**src/rtl/drvAd56x3_pkg.sv**
```systemverilog
// rtl/drvAd56x3_pkg.sv - shared addresses, slave default values and FSM states for the AD56x3 cfg master
package drvAd56x3_pkg;

    localparam logic [2:0] ADR_RST    = 3'd0;
    localparam logic [2:0] ADR_GENSEL = 3'd1;
    localparam logic [2:0] ADR_CEDIV  = 3'd2;
    localparam logic [2:0] ADR_INCR0  = 3'd3;
    localparam logic [2:0] ADR_INCR1  = 3'd4;

    localparam logic [15:0] RST_WORD = 16'h0001;

    // Values the parameter slave takes after reset or a soft reset
    localparam logic        DEF_GENSEL = 1'b0;
    localparam logic [15:0] DEF_CEDIV  = 16'd125;
    localparam logic [15:0] DEF_INCR0  = 16'd1;
    localparam logic [15:0] DEF_INCR1  = 16'hFFFF;

    typedef enum logic [2:0] {
        ST_IDLE,
        ST_WR,
        ST_RD_REQ,
        ST_RD_CAP,
        ST_DONE,
        ST_SRD_REQ,
        ST_SRD_CAP
    } state_t;

    // Word written to / expected back from a register address
    function automatic logic [15:0] reg_word(
        input logic [2:0]  adr,
        input logic        gen_sel,
        input logic [15:0] ce_div,
        input logic [15:0] incr0,
        input logic [15:0] incr1
    );
        logic [15:0] word;
        case (adr)
            ADR_RST:    word = RST_WORD;
            ADR_GENSEL: word = {15'b0, gen_sel};
            ADR_CEDIV:  word = ce_div;
            ADR_INCR0:  word = incr0;
            ADR_INCR1:  word = incr1;
            default:    word = 16'h0000;
        endcase
        return word;
    endfunction

endpackage

```
**src/rtl/drv_ad56x3_cfg_master.sv**
```systemverilog
// rtl/drv_ad56x3_cfg_master.sv - Avalon-MM master programming and verifying the AD56x3 parameter slave
module drv_ad56x3_cfg_master
    import drvAd56x3_pkg::*;
#(
    parameter int VERIFY   = 1,
    parameter int SOFT_RST = 1
) (
    input  logic        clk,
    input  logic        reset,
    input  logic        start,
    input  logic        cfgGenSel,
    input  logic [15:0] cfgCeDiv,
    input  logic [15:0] cfgIncr0,
    input  logic [15:0] cfgIncr1,
    input  logic        rdReq,
    input  logic [2:0]  rdAdr,
    output logic [15:0] rdData,
    output logic        rdValid,
    output logic        busy,
    output logic        done,
    output logic        error,
    output logic [2:0]  errAdr,
    output logic [2:0]  avmAdr,
    output logic        avmWr,
    output logic [15:0] avmWrData,
    output logic        avmRd,
    input  logic [15:0] avmRdData
);

    localparam logic [2:0] FIRST_ADR = (SOFT_RST != 0) ? ADR_RST : ADR_GENSEL;

    state_t      state, state_next;
    logic [2:0]  idx, idx_next;
    logic        sh_gen_sel;
    logic [15:0] sh_ce_div;
    logic [15:0] sh_incr0;
    logic [15:0] sh_incr1;
    logic [15:0] exp_word;
    logic        accept_start;
    logic        mismatch;

    assign exp_word = reg_word(idx, sh_gen_sel, sh_ce_div, sh_incr0, sh_incr1);

    always_comb begin
        state_next   = state;
        idx_next     = idx;
        accept_start = 1'b0;
        mismatch     = 1'b0;
        avmAdr       = 3'd0;
        avmWr        = 1'b0;
        avmWrData    = 16'h0000;
        avmRd        = 1'b0;
        rdData       = 16'h0000;
        rdValid      = 1'b0;
        done         = 1'b0;
        busy         = (state != ST_IDLE);

        case (state)
            ST_IDLE: begin
                if (start) begin
                    accept_start = 1'b1;
                    state_next   = ST_WR;
                    idx_next     = FIRST_ADR;
                end else if (rdReq) begin
                    // idx doubles as the single-read address
                    state_next = ST_SRD_REQ;
                    idx_next   = rdAdr;
                end
            end
            ST_WR: begin
                avmWr     = 1'b1;
                avmAdr    = idx;
                avmWrData = exp_word;
                if (idx == ADR_INCR1) begin
                    if (VERIFY != 0) begin
                        state_next = ST_RD_REQ;
                        idx_next   = ADR_GENSEL;
                    end else begin
                        state_next = ST_DONE;
                    end
                end else begin
                    idx_next = idx + 3'd1;
                end
            end
            ST_RD_REQ: begin
                avmRd      = 1'b1;
                avmAdr     = idx;
                state_next = ST_RD_CAP;
            end
            ST_RD_CAP: begin
                mismatch = (avmRdData != exp_word);
                if (idx == ADR_INCR1) begin
                    state_next = ST_DONE;
                end else begin
                    idx_next   = idx + 3'd1;
                    state_next = ST_RD_REQ;
                end
            end
            ST_DONE: begin
                done       = 1'b1;
                state_next = ST_IDLE;
            end
            ST_SRD_REQ: begin
                avmRd      = 1'b1;
                avmAdr     = idx;
                state_next = ST_SRD_CAP;
            end
            ST_SRD_CAP: begin
                rdValid    = 1'b1;
                rdData     = avmRdData;
                state_next = ST_IDLE;
            end
            default: state_next = ST_IDLE;
        endcase
    end

    always_ff @(posedge clk or negedge reset) begin
        if (!reset) begin
            state      <= ST_IDLE;
            idx        <= 3'd0;
            sh_gen_sel <= 1'b0;
            sh_ce_div  <= 16'h0000;
            sh_incr0   <= 16'h0000;
            sh_incr1   <= 16'h0000;
            error      <= 1'b0;
            errAdr     <= 3'd0;
        end else begin
            state <= state_next;
            idx   <= idx_next;
            if (accept_start) begin
                sh_gen_sel <= cfgGenSel;
                // A divider of zero would stall the chip-enable generator
                sh_ce_div  <= (cfgCeDiv == 16'h0000) ? 16'h0001 : cfgCeDiv;
                sh_incr0   <= cfgIncr0;
                sh_incr1   <= cfgIncr1;
                error      <= 1'b0;
                errAdr     <= 3'd0;
            end else if (mismatch) begin
                error <= 1'b1;
                if (!error) begin
                    errAdr <= idx;
                end
            end
        end
    end

endmodule

```
**config.mk**
```make
export PLATFORM = sky130hd
export DESIGN_NAME = drv_ad56x3_cfg_master
export DESIGN_NICKNAME = d
export VERILOG_FILES = /design/src/rtl/drvAd56x3_pkg.sv /design/src/rtl/drv_ad56x3_cfg_master.sv
export SDC_FILE = /design/constraint.sdc
export NUM_CORES = 1
export LEC_CHECK = 0
export ABC_AREA = 0
export BUFFER_PORTS_ARGS = -buffer_cell sky130_fd_sc_hd__buf_2
export CORE_ASPECT_RATIO = 0.6
export CORE_MARGIN = 2
export CORE_UTILIZATION = 54
export DETAILED_ROUTE_END_ITERATION = 16
export PLACE_DENSITY = 0.88
export SLEW_MARGIN = 10
export SYNTH_ARGS = -nofsm -noshare
export SYNTH_HDL_FRONTEND = slang
export SYNTH_SLANG_ARGS = --single-unit
```
**constraint.sdc**
```tcl
create_clock -name clk -period 3.95 [get_ports clk]
set_input_delay 0.1975 -clock clk [delete_from_list [all_inputs] [get_ports clk]]
set_output_delay 0.1975 -clock clk [all_outputs]
set_load 0.01 [all_outputs]
```
# Yosys cells after proc, flatten, opt, wreduce, memory -nomap -nowiden
# Cells that the tools add are included.
# Widths: inputs -> output; s select.
dict set report word_totals {
  elab_cells 62
  input_bits 72
  out_inout_bits 44
  ff_bits 59
}
dict set report classes {
  muxes 27
  n_eq_ne 15
  n_reduce_logical 11
  n_addsub 1
}
# op n
set op_table {}
lappend op_table {{$pmux 16 s5} 1}
lappend op_table {{$mux 16} 3}
lappend op_table {{$mux 3} 12}
lappend op_table {{$logic_not 16->1} 1}
lappend op_table {{$ne 16x16->1} 1}
lappend op_table {{$pmux 3 s5} 1}
lappend op_table {{$eq 3x2->1 const B} 4}
lappend op_table {{$eq 3x3->1 const B} 4}
lappend op_table {{$mux 1} 9}
lappend op_table {{$pmux 3 s3} 1}
lappend op_table {{$eq 3x1->1 const B} 2}
lappend op_table {{$logic_not 3->1} 2}
lappend op_table {{$reduce_bool 3->1} 2}
lappend op_table {{$ne 2x2->1 const B} 2}
lappend op_table {{$reduce_and 2->1} 2}
lappend op_table {{$add 3x1->3 const B} 1}
lappend op_table {{$ne 3x3->1 const B} 1}
lappend op_table {{$reduce_and 3->1} 1}
lappend op_table {{$reduce_or 3->1} 1}
lappend op_table {{$ne 2x1->1 const B} 1}
lappend op_table {{$reduce_bool 2->1} 1}
lappend op_table {{$reduce_or 2->1} 1}

# Depth between registers and ports, before layout
# Gate-level depths: netlist (run 1).
dict set report logic_depth {
  depth_word 6
  mapped_depth 11
  mapped_depth_nobuf 9
}

# Least setup slack after synthesis (run 1)
# Ideal clock, no wire load.
dict set report synth_path {
  kind {register -> register}
  start {register idx[0]}
  end {register errAdr[0]}
  path_stages_with_launch 10
  path_slack_ns 1.476
  required_time_ns 3.871
  arrival_time_ns 2.394
  path_buffers 1
  setup_time_ns 0.079
  synth_period_minus_slack_ns 2.474
  cell_sequence {dfrtp_1 -> ha_1 -> ha_1 -> buf_2 -> a222oi_1 -> o22ai_1 -> a2111oi_2 -> a31oi_1 -> o2111ai_4 -> mux2i_1}
}
dict set report synth_via {
  elab_chain_cells 6
  elab_cells_between_ends 13
  classes_between {5 x eq/ne; 5 x mux; 3 x reduce/logical}
}
# item line
set synth_lines {}
lappend synth_lines {{from (decl)} drv_ad56x3_cfg_master.sv:33} ;# logic [2:0] idx, idx_next;
lappend synth_lines {{from (signal assigned)} drv_ad56x3_cfg_master.sv:129} ;# idx <= idx_next;
lappend synth_lines {{$eq 3x3->1 (tied with other cells)} drvAd56x3_pkg.sv:37} ;# case (adr)
lappend synth_lines {{$pmux 16 s5} drvAd56x3_pkg.sv:37}
lappend synth_lines {{$ne 16x16->1} drv_ad56x3_cfg_master.sv:91} ;# mismatch = (avmRdData != exp_word);
lappend synth_lines {{$mux 1} drv_ad56x3_cfg_master.sv:58} ;# case (state)
lappend synth_lines {{$reduce_bool 2->1 (no line)} --}
lappend synth_lines {{$reduce_and 2->1 (no line)} --}
lappend synth_lines {{to (signal assigned)} drv_ad56x3_cfg_master.sv:141} ;# errAdr <= idx;
lappend synth_lines {{to (decl)} drv_ad56x3_cfg_master.sv:22} ;# output logic [2:0] errAdr,
# Parallel ways exist; a longest one is shown, timed or not. The select of a mux whose other input is x is not followed.
# A chain may end at the register's enable or synchronous reset.

# Worst setup path after layout (run 1)
dict set report layout_path {
  start {register idx[0]}
  end {register errAdr[1]}
}
dict set report layout_via {
  elab_chain_cells 6
  elab_cells_between_ends 10
  classes_between {5 x eq/ne; 2 x mux; 3 x reduce/logical}
}
# item line
set layout_lines {}
lappend layout_lines {{$eq 3x3->1 (tied with other cells)} drvAd56x3_pkg.sv:37}
lappend layout_lines {{$pmux 16 s5 *} drvAd56x3_pkg.sv:37}
lappend layout_lines {{$ne 16x16->1 *} drv_ad56x3_cfg_master.sv:91}
lappend layout_lines {{$mux 1 *} drv_ad56x3_cfg_master.sv:58}
lappend layout_lines {{$reduce_bool 2->1 (no line) *} --}
lappend layout_lines {{$reduce_and 2->1 (no line) *} --}
# Mark *: on every way between the ends. The rest lies on a longest branch, timed or not.

==> Implementation_results.wiki, run 1 <==
{| class="wikitable"
! Metric !! Value
|-
| Count of non-filler cells in the finished layout || 595
|-
| Type of the tightest min-delay check || in2async
|-
| Placed wire-length estimate after detailed placement || 7950 um
|-
| Total Power Consumption || 3.23 mW
|-
| Number of buffers on the longest clock path || 2
|-
| Period Utilization, post-route || 78.5%
|-
| Sort of element at the start of the critical path || flip-flop
|-
| Clock tree from TritonCTS || built
|-
| Worst vdd rail ir drop || 0.439 mV
|-
| Static leakage || 2.16 nW
|-
| Count of pins on the block boundary || 116
|-
| Class of the most critical setup path || reg2reg
|-
| Achievable Freq || 323 MHz
|-
| Number of levels the H-tree was split into || 3
|-
| Clock buffer count from CTS || 9
|-
| Initial DRC Count || 519
|-
| Cells resized by post-CTS repair || 0
|-
| Die boundary height || 64.4 um
|-
| CP endpoint kind || flip-flop
|-
| Net count reported at finish || 587
|-
| M2 GR Usage || 46.5%
|-
| Routability Congestion || 1.03
|-
| Data required time at the worst endpoint || 4.22 ns
|-
| Quantity of hold-fixing buffers added after cts || 0
|-
| Worst slew pin tran || 1.22 ns
|-
| Signal arrival time at the worst endpoint || 3.37 ns
|-
| Final standard cell area without fillers || 4110 um^2
|-
| Outcome || complete, no violations
|-
| Via count of the first global-routing pass || 3,211
|-
| Met1 demand-to-capacity share in global routing || 51.5%
|-
| Clock transition at path regs || 0.08 ns
|-
| Mean area per synthesized cell || 8.10 um^2
|-
| Proportion of layout cells with a drive suffix above 1 || 26.6%
|-
| Top Usage Layer GRT || met1
|-
| Buffer type at the clock tree root || sky130_fd_sc_hd__clkbuf_8
|-
| All-Layer GR Usage || 33.1%
|-
| Syn nets || 482
|-
| Met3 usage || 7.45%
|-
| Detailed-route via count || 3,486
|-
| Clock sinks || 59
|-
| Overflow left after global routing || 0
|-
| Post-detailed-route count of antenna-violating nets || 0
|-
| Synthesis Warnings || 0
|-
| Iteration count of the initial detailed-routing pass || 6
|-
| Placement row count || 21
|-
| Most frequently used flop master after synthesis || sky130_fd_sc_hd__dfrtp_1
|-
| Ratio of routed vias to standard cells || 5.86
|-
| First-pass GRT wire length || 16,900 um
|-
| Hold violation count in the final report || 0
|-
| Die Wd || 105 um
|-
| Number of library cell types mapped by synthesis || 41
|-
| Flip-flop and latch count after synthesis || 59
|-
| Max Transition Viols Final || 0
|-
| Number of flops mapped to enable cells by yosys || 0
|-
| Initial core utilization || 57.3%
|-
| Setup Total Neg Slack || 0 ns
|-
| Placed cells || 579
|-
| Ys async rst share || 100%
|-
| Insertion delay of the later-clocked pin in the worst-skew pair || 0.34 ns
|-
| Core ar. || 5730 um^2
|-
| Initial antenna violation count || 0
|-
| Worst hold slack after final layout || 0.00254 ns
|-
| IO buf count || 115
|-
| Die area || 6740 um^2
|-
| Largest fanout on the critical path || 19
|-
| Setup repair after global routing missed its margin || false
|-
| Seq/Total Area, Yosys || 45.0%
|-
| Headroom to the max-slew limit || 18.6%
|-
| P&R area growth vs syn || 25.2%
|-
| Final wirelength || 10,700 um
|-
| Post-Place Cell Area || 3870 um^2
|-
| Average routed wire per standard cell || 18.0 um
|-
| Synthesized area || 3280 um^2
|-
| Setup-violating endpoint count in the final report || 0
|-
| Most common cell after layout, fill and taps aside || sky130_fd_sc_hd__nand2_1
|-
| Number of antenna repair diodes || 0
|-
| Leading cell types in the layout, fill and taps excluded || sky130_fd_sc_hd__nand2_1, sky130_fd_sc_hd__buf_2, sky130_fd_sc_hd__dfrtp_1
|-
| Post-layout min period || 3.10 ns
|-
| Gate Count Post-Synth || 405
|-
| DRC violations left || 0
|-
| Number of buffers inserted by post-CTS setup repair || 0
|-
| Max-capacitance violation count || 0
|-
| Ratio of total power to cell area || 785 nW/um^2
|-
| Skew final || 0.00911 ns
|-
| Pin count of the biggest net entering global routing || 66
|}
-- synthesized netlist by cell type (2+ instances only) --
| cell type | n | share of area (%) |
|---|---|---|
| sky130_fd_sc_hd__nor2_1 | 30 | 3.4 |
| sky130_fd_sc_hd__clkbuf_1 | 14 | 1.6 |
| sky130_fd_sc_hd__nand2b_1 | 3 | 0.57 |
| sky130_fd_sc_hd__and2_1 | 18 | 3.4 |
| sky130_fd_sc_hd__nor4_1 | 8 | 1.5 |
| sky130_fd_sc_hd__o221ai_1 | 3 | 0.80 |
| sky130_fd_sc_hd__nand2_1 | 125 | 14 |
| sky130_fd_sc_hd__a22o_1 | 5 | 1.3 |
| sky130_fd_sc_hd__mux2i_1 | 3 | 0.92 |
| sky130_fd_sc_hd__a31oi_1 | 2 | 0.38 |
| sky130_fd_sc_hd__nor3_1 | 6 | 0.92 |
| sky130_fd_sc_hd__nor2b_1 | 7 | 1.3 |
| sky130_fd_sc_hd__nand4_1 | 2 | 0.38 |
| sky130_fd_sc_hd__a32oi_1 | 2 | 0.53 |
| sky130_fd_sc_hd__buf_1 | 3 | 0.34 |
| sky130_fd_sc_hd__a21oi_1 | 13 | 2.0 |
| sky130_fd_sc_hd__buf_2 | 5 | 0.76 |
| sky130_fd_sc_hd__o21ai_0 | 22 | 3.4 |
| sky130_fd_sc_hd__ha_1 | 5 | 1.9 |
| sky130_fd_sc_hd__dfrtp_1 | 59 | 45 |
| sky130_fd_sc_hd__a22oi_1 | 6 | 1.4 |
| sky130_fd_sc_hd__inv_1 | 25 | 2.9 |
| sky130_fd_sc_hd__o22ai_1 | 7 | 1.3 |
| sky130_fd_sc_hd__a222oi_1 | 15 | 4.6 |
-- report_power, final --
group | switching, mW | leakage (nW) | internal (mW)
sequential | 0.297 | 0.735 | 0.894
clock | 0.257 | 0.116 | 0.392
combinational | 0.878 | 1.31 | 0.510
-- layout make-up --
type	instances	area, um^2
Multi-Input combinational cell	298	1610
Clock buffer	11	151
Fill cell	474	1620
Timing Repair Buffer	117	591
Inverter	25	93.8
Tap cell	80	100
Sequential cell	59	1480
Clock inverter	5	85.1
-- critical path, cell delays in order, from the launching register on --
cell and delay (ns):
sky130_fd_sc_hd__dfrtp_1 0.42, sky130_fd_sc_hd__inv_1 0.15, sky130_fd_sc_hd__ha_1 0.23, sky130_fd_sc_hd__and2_1 0.63, sky130_fd_sc_hd__a222oi_1 0.24, sky130_fd_sc_hd__a22o_1 0.30
sky130_fd_sc_hd__nor4_1 0.34, sky130_fd_sc_hd__nand4b_2 0.21, sky130_fd_sc_hd__o2111ai_4 0.29, sky130_fd_sc_hd__mux2i_1 0.21
-- metrics by stage --
| step | setup slack (ns) | util, % |
|---|---|---|
| 2_1_floorplan | 1.48 | - |
| 3_3_place_gp | 1.04 | 67.6 |
| 3_5_place_dp | 0.960 | 67.6 |
| 4_1_cts | 0.945 | 71.7 |
| 5_1_grt | 0.626 | 71.7 |
| 6_report | 0.850 | 71.7 |
-- sequential cells by signal, indices dropped and copies added, names as in the netlist --
| name | cells |
|---|---|
| errAdr | 3 |
| error | 1 |
| idx | 3 |
| sh_ce_div | 16 |
| sh_gen_sel | 1 |
| sh_incr0 | 16 |
| sh_incr1 | 16 |
| state | 3 |
-- metal layers --
metal	part of all wire (%)	wire, um
met1	45	4850
met4	1.4	147
met3	13	1400
met5	0	0
met2	40	4340
-- final timing paths --
check,from,endpoint,slack (ns),cells after the start
setup reg to reg,idx[0],errAdr[1],0.85,9
hold reg to reg,sh_ce_div[11],sh_ce_div[11],0.50,2
min in group clk,cfgIncr0[1],sh_incr0[1],0.04,3
hold / removal,reset,sh_incr1[6],0.003,2
max in group asynchronous,reset,sh_ce_div[5],3.45,2
setup / recovery,idx[0],errAdr[1],0.85,9
-- logic make-up (layout without fill, tap and decap cells) --
kind of cell | count (synthesis) | after routing | synth area share (%)
buf+inv | 48 | 158 | 5.91
mux | 3 | 3 | 0.915
fa+ha+maj | 5 | 5 | 1.91
simple gates | 206 | 206 | 27.7
flops | 59 | 59 | 45.0
compound gates | 84 | 84 | 18.6
Note: power is estimated with default switching activity, not from simulation.
==> inputs of run 2 (changes only) <==
ABC_AREA = 1   (was 0)
CORE_UTILIZATION = 46   (was 54)
PLACE_DENSITY = 0.79   (was 0.88)
clock period = 2.8 ns   (was 3.95 ns; I/O delays follow)
==> run 2 against run 1 <==
Net effect: non-clock buffer count rose by 6; core utilization down 11 points; die area increased by 23%; design area is 7.2% higher; critical path depth grew 7; clock power rose by 62%; count of clock-buffer cells in the layout up 4; sequential power is 29% higher; sequential cell count is the same; global-route usage decreased by 8.0 points; first-iteration DRC count down 23%; critical path type unchanged; highest routed layer unchanged.
==> Implementation_results.wiki, run 2 <==
{| class="wikitable"
! Metric !! Value
|-
| Outcome || complete, no violations
|-
| Overflow left after global routing || 0
|-
| Placement row count || 24
|-
| IO buf count || 115
|-
| Syn nets || 591
|-
| Signal arrival time at the worst endpoint || 2.67 ns
|-
| Number of levels the H-tree was split into || 3
|-
| Proportion of layout cells with a drive suffix above 1 || 23.6%
|-
| Placed cells || 718
|-
| Flip-flop and latch count after synthesis || 59
|-
| Core ar. || 7300 um^2
|-
| Cell taking the most area after synthesis || sky130_fd_sc_hd__dfrtp_1
|-
| Routability Congestion || 0.963
|-
| Largest stage delay, worst path || 0.44 ns
|-
| Cells resized by post-CTS repair || 0
|-
| Most common cell on crit path || sky130_fd_sc_hd__nand2_1
|-
| Achievable Freq || 407 MHz
|-
| Class of the most critical setup path || reg2reg
|-
| Post-Place Cell Area || 4100 um^2
|-
| Post-layout min period || 2.46 ns
|-
| Detailed-route via count || 3,736
|-
| Mean area per synthesized cell || 6.75 um^2
|-
| Ratio of total power to cell area || 1080 nW/um^2
|-
| Ratio of routed vias to standard cells || 5.08
|-
| Die area || 8270 um^2
|-
| Sort of element at the start of the critical path || flip-flop
|-
| Data required time at the worst endpoint || 3.01 ns
|-
| Skew final || 0.00796 ns
|-
| Setup-violating endpoint count in the final report || 0
|-
| Cells traversed along the worst timing path || inv_1, ha_1, buf_4, nand3_1, nand3_1, nand2_1, nand2_1, nand2_1, nor2_1, nand2_1, nor2_2, nand2_2, nand3_4, nand2_1, nand2_1, nor2_1
|-
| Most common cell in the synthesized netlist || sky130_fd_sc_hd__nand2_1
|-
| Max-capacitance violation count || 0
|-
| Most common cell after layout, fill and taps aside || sky130_fd_sc_hd__nand2_1
|-
| CP endpoint kind || flip-flop
|-
| Top cells by count, synth || sky130_fd_sc_hd__nand2_1, sky130_fd_sc_hd__nor2_1, sky130_fd_sc_hd__dfrtp_1
|-
| Count of pins on the block boundary || 116
|-
| Most frequently used flop master after synthesis || sky130_fd_sc_hd__dfrtp_1
|-
| Max Transition Viols Final || 0
|-
| Static leakage || 2.55 nW
|-
| Die Wd || 116 um
|-
| Crit path launch || idx[1]
|-
| Buffer type at the clock tree root || sky130_fd_sc_hd__clkbuf_16
|-
| DRC violations left || 0
|-
| Worst slew pin tran || 0.566 ns
|-
| Setup repair after global routing missed its margin || false
|-
| Initial DRC Count || 399
|-
| Gate Count Post-Synth || 514
|-
| Clock buffer count from CTS || 9
|-
| Hold violation count in the final report || 0
|-
| Top post-synthesis cells by area || sky130_fd_sc_hd__dfrtp_1, sky130_fd_sc_hd__nand2_1, sky130_fd_sc_hd__nand3_1
|-
| Number of library cell types mapped by synthesis || 31
|-
| Critical path's slowest cell || sky130_fd_sc_hd__dfrtp_1
|-
| Worst R2R Start || idx[1]
|-
| Clock tree from TritonCTS || built
|-
| Seq/Total Area, Yosys || 42.6%
|-
| Period Utilization, post-route || 87.7%
|-
| Fillcell total || 687
|-
| Via count of the first global-routing pass || 3,335
|-
| Area share of the leading cell type in the synthesized netlist || 42.6%
|-
| Final wirelength || 10,500 um
|-
| Post-layout util || 60.4%
|-
| Pin count of the biggest net entering global routing || 52
|-
| Insertion delay of the later-clocked pin in the worst-skew pair || 0.32 ns
|-
| Net count reported at finish || 703
|-
| Leading cell types in the layout, fill and taps excluded || sky130_fd_sc_hd__nand2_1, sky130_fd_sc_hd__buf_2, sky130_fd_sc_hd__nor2_1
|-
| Clock transition at path regs || 0.05 ns
|-
| Largest fanout on the critical path || 10
|-
| Initial core utilization || 47.5%
|-
| Headroom to the max-slew limit || 62.3%
|-
| Storage cell area || 1480 um^2
|-
| First-pass GRT wire length || 16,000 um
|-
| Ys async rst share || 100%
|-
| Number of antenna repair diodes || 0
|-
| Setup Total Neg Slack || 0 ns
|-
| Type of the tightest min-delay check || in2reg
|-
| Worst hold slack after final layout || 0.0191 ns
|-
| Synthesis Warnings || 0
|-
| Post-detailed-route count of antenna-violating nets || 0
|-
| Combined area of the multi-input logic cells || 1710 um^2
|-
| All-Layer GR Usage || 25.1%
|-
| Worst hold start || cfgIncr1[9]
|-
| Worst vdd rail ir drop || 0.437 mV
|-
| Final standard cell area without fillers || 4410 um^2
|-
| Number of flops mapped to enable cells by yosys || 0
|-
| Clock sinks || 59
|-
| Iteration count of the initial detailed-routing pass || 7
|-
| P&R area growth vs syn || 27.0%
|-
| Largest regs || sh_ce_div x16, sh_incr0 x16, sh_incr1 x16
|-
| Placed wire-length estimate after detailed placement || 8000 um
|-
| Number of buffers on the longest clock path || 2
|-
| Die boundary height || 71.3 um
|-
| Average routed wire per standard cell || 14.2 um
|-
| Synthesized area || 3470 um^2
|-
| Count of non-filler cells in the finished layout || 735
|-
| Initial antenna violation count || 0
|}
-- run 2: cell count changes after synthesis, sizes merged, moves of 7 or more --
cell | before | now
a21oi | 13 | 6
a222oi | 15 | 0
and2 | 18 | 0
inv | 25 | 37
nand2 | 125 | 240
nand3 | 1 | 57
nor2 | 30 | 66
nor2b | 7 | 0
o21ai | 23 | 5
o22ai | 7 | 0
-- run 2: worst paths after layout --
path	cells past startpoint	endpoint	slack, ns
min	3	sh_incr1[9]	0.02
max reg2reg	16	errAdr[2]	0.34
max in group asynchronous	3	sh_incr1[9]	1.58
min in group asynchronous	2	sh_incr0[14]	0.35
max	16	errAdr[2]	0.34
min reg2reg	2	sh_incr1[12]	0.47
-- run 2: worst max-delay path, delay by kind of cell, from the launching register on --
| kind | cells | cell delay (ns) |
|---|---|---|
| fa+ha+maj | 1 | 0.33 |
| flops | 1 | 0.44 |
| buf+inv | 2 | 0.37 |
| simple gates | 13 | 1.19 |
-- run 2: kinds of logic (layout without fill, tap and decap cells) --
family / Yosys count / in the layout / share of synthesized area, %
AOI/OAI and AO/OA: 18 / 18 / 3.54
adders and majority gates: 5 / 5 / 1.80
buffers and inverters: 61 / 178 / 8.22
DFF: 59 / 59 / 42.6
and+or+nand+nor: 371 / 371 / 43.9
-- run 2: routing by layer --
layer	global-route usage, %	routed length (um)	vias to the layer above
li1	-	-	1817
met4	6.35	68	0
met1	39.0	5040	1711
met5	0	0	-
met2	36.0	4370	201
met3	5.25	979	7
-- run 2: repair_timing --
item | 4_1_cts | 5_1_grt
endpoints found under the hold margin | 24 | 0
hold buffers | 1 | 0
buffers inserted | 0 | 0
-- run 2: where the power goes --
| group | switching, mW | internal, mW |
|---|---|---|
| Sequential | 0.283 | 1.26 |
| Clock | 0.356 | 0.693 |
| Combinational | 1.49 | 0.691 |
-- run 2: through the flow --
step,power (mW),setup WS [ns]
after floorplan,3.09,0.693
after CTS,4.76,0.389
after global placement,3.61,0.510
final,4.78,0.343
after detailed placement,3.68,0.406
after global routing,5.12,0.0825
-- run 2: area by class of cell --
cell class                 count  area share (%)
timing repair buffer         123            14.5
tap                          104            2.95
sequential                    59            33.5
clock inverter                 1           0.114
inverter                      39            3.49
multi-input combinational    394            38.9
clock buffer                  15            6.53
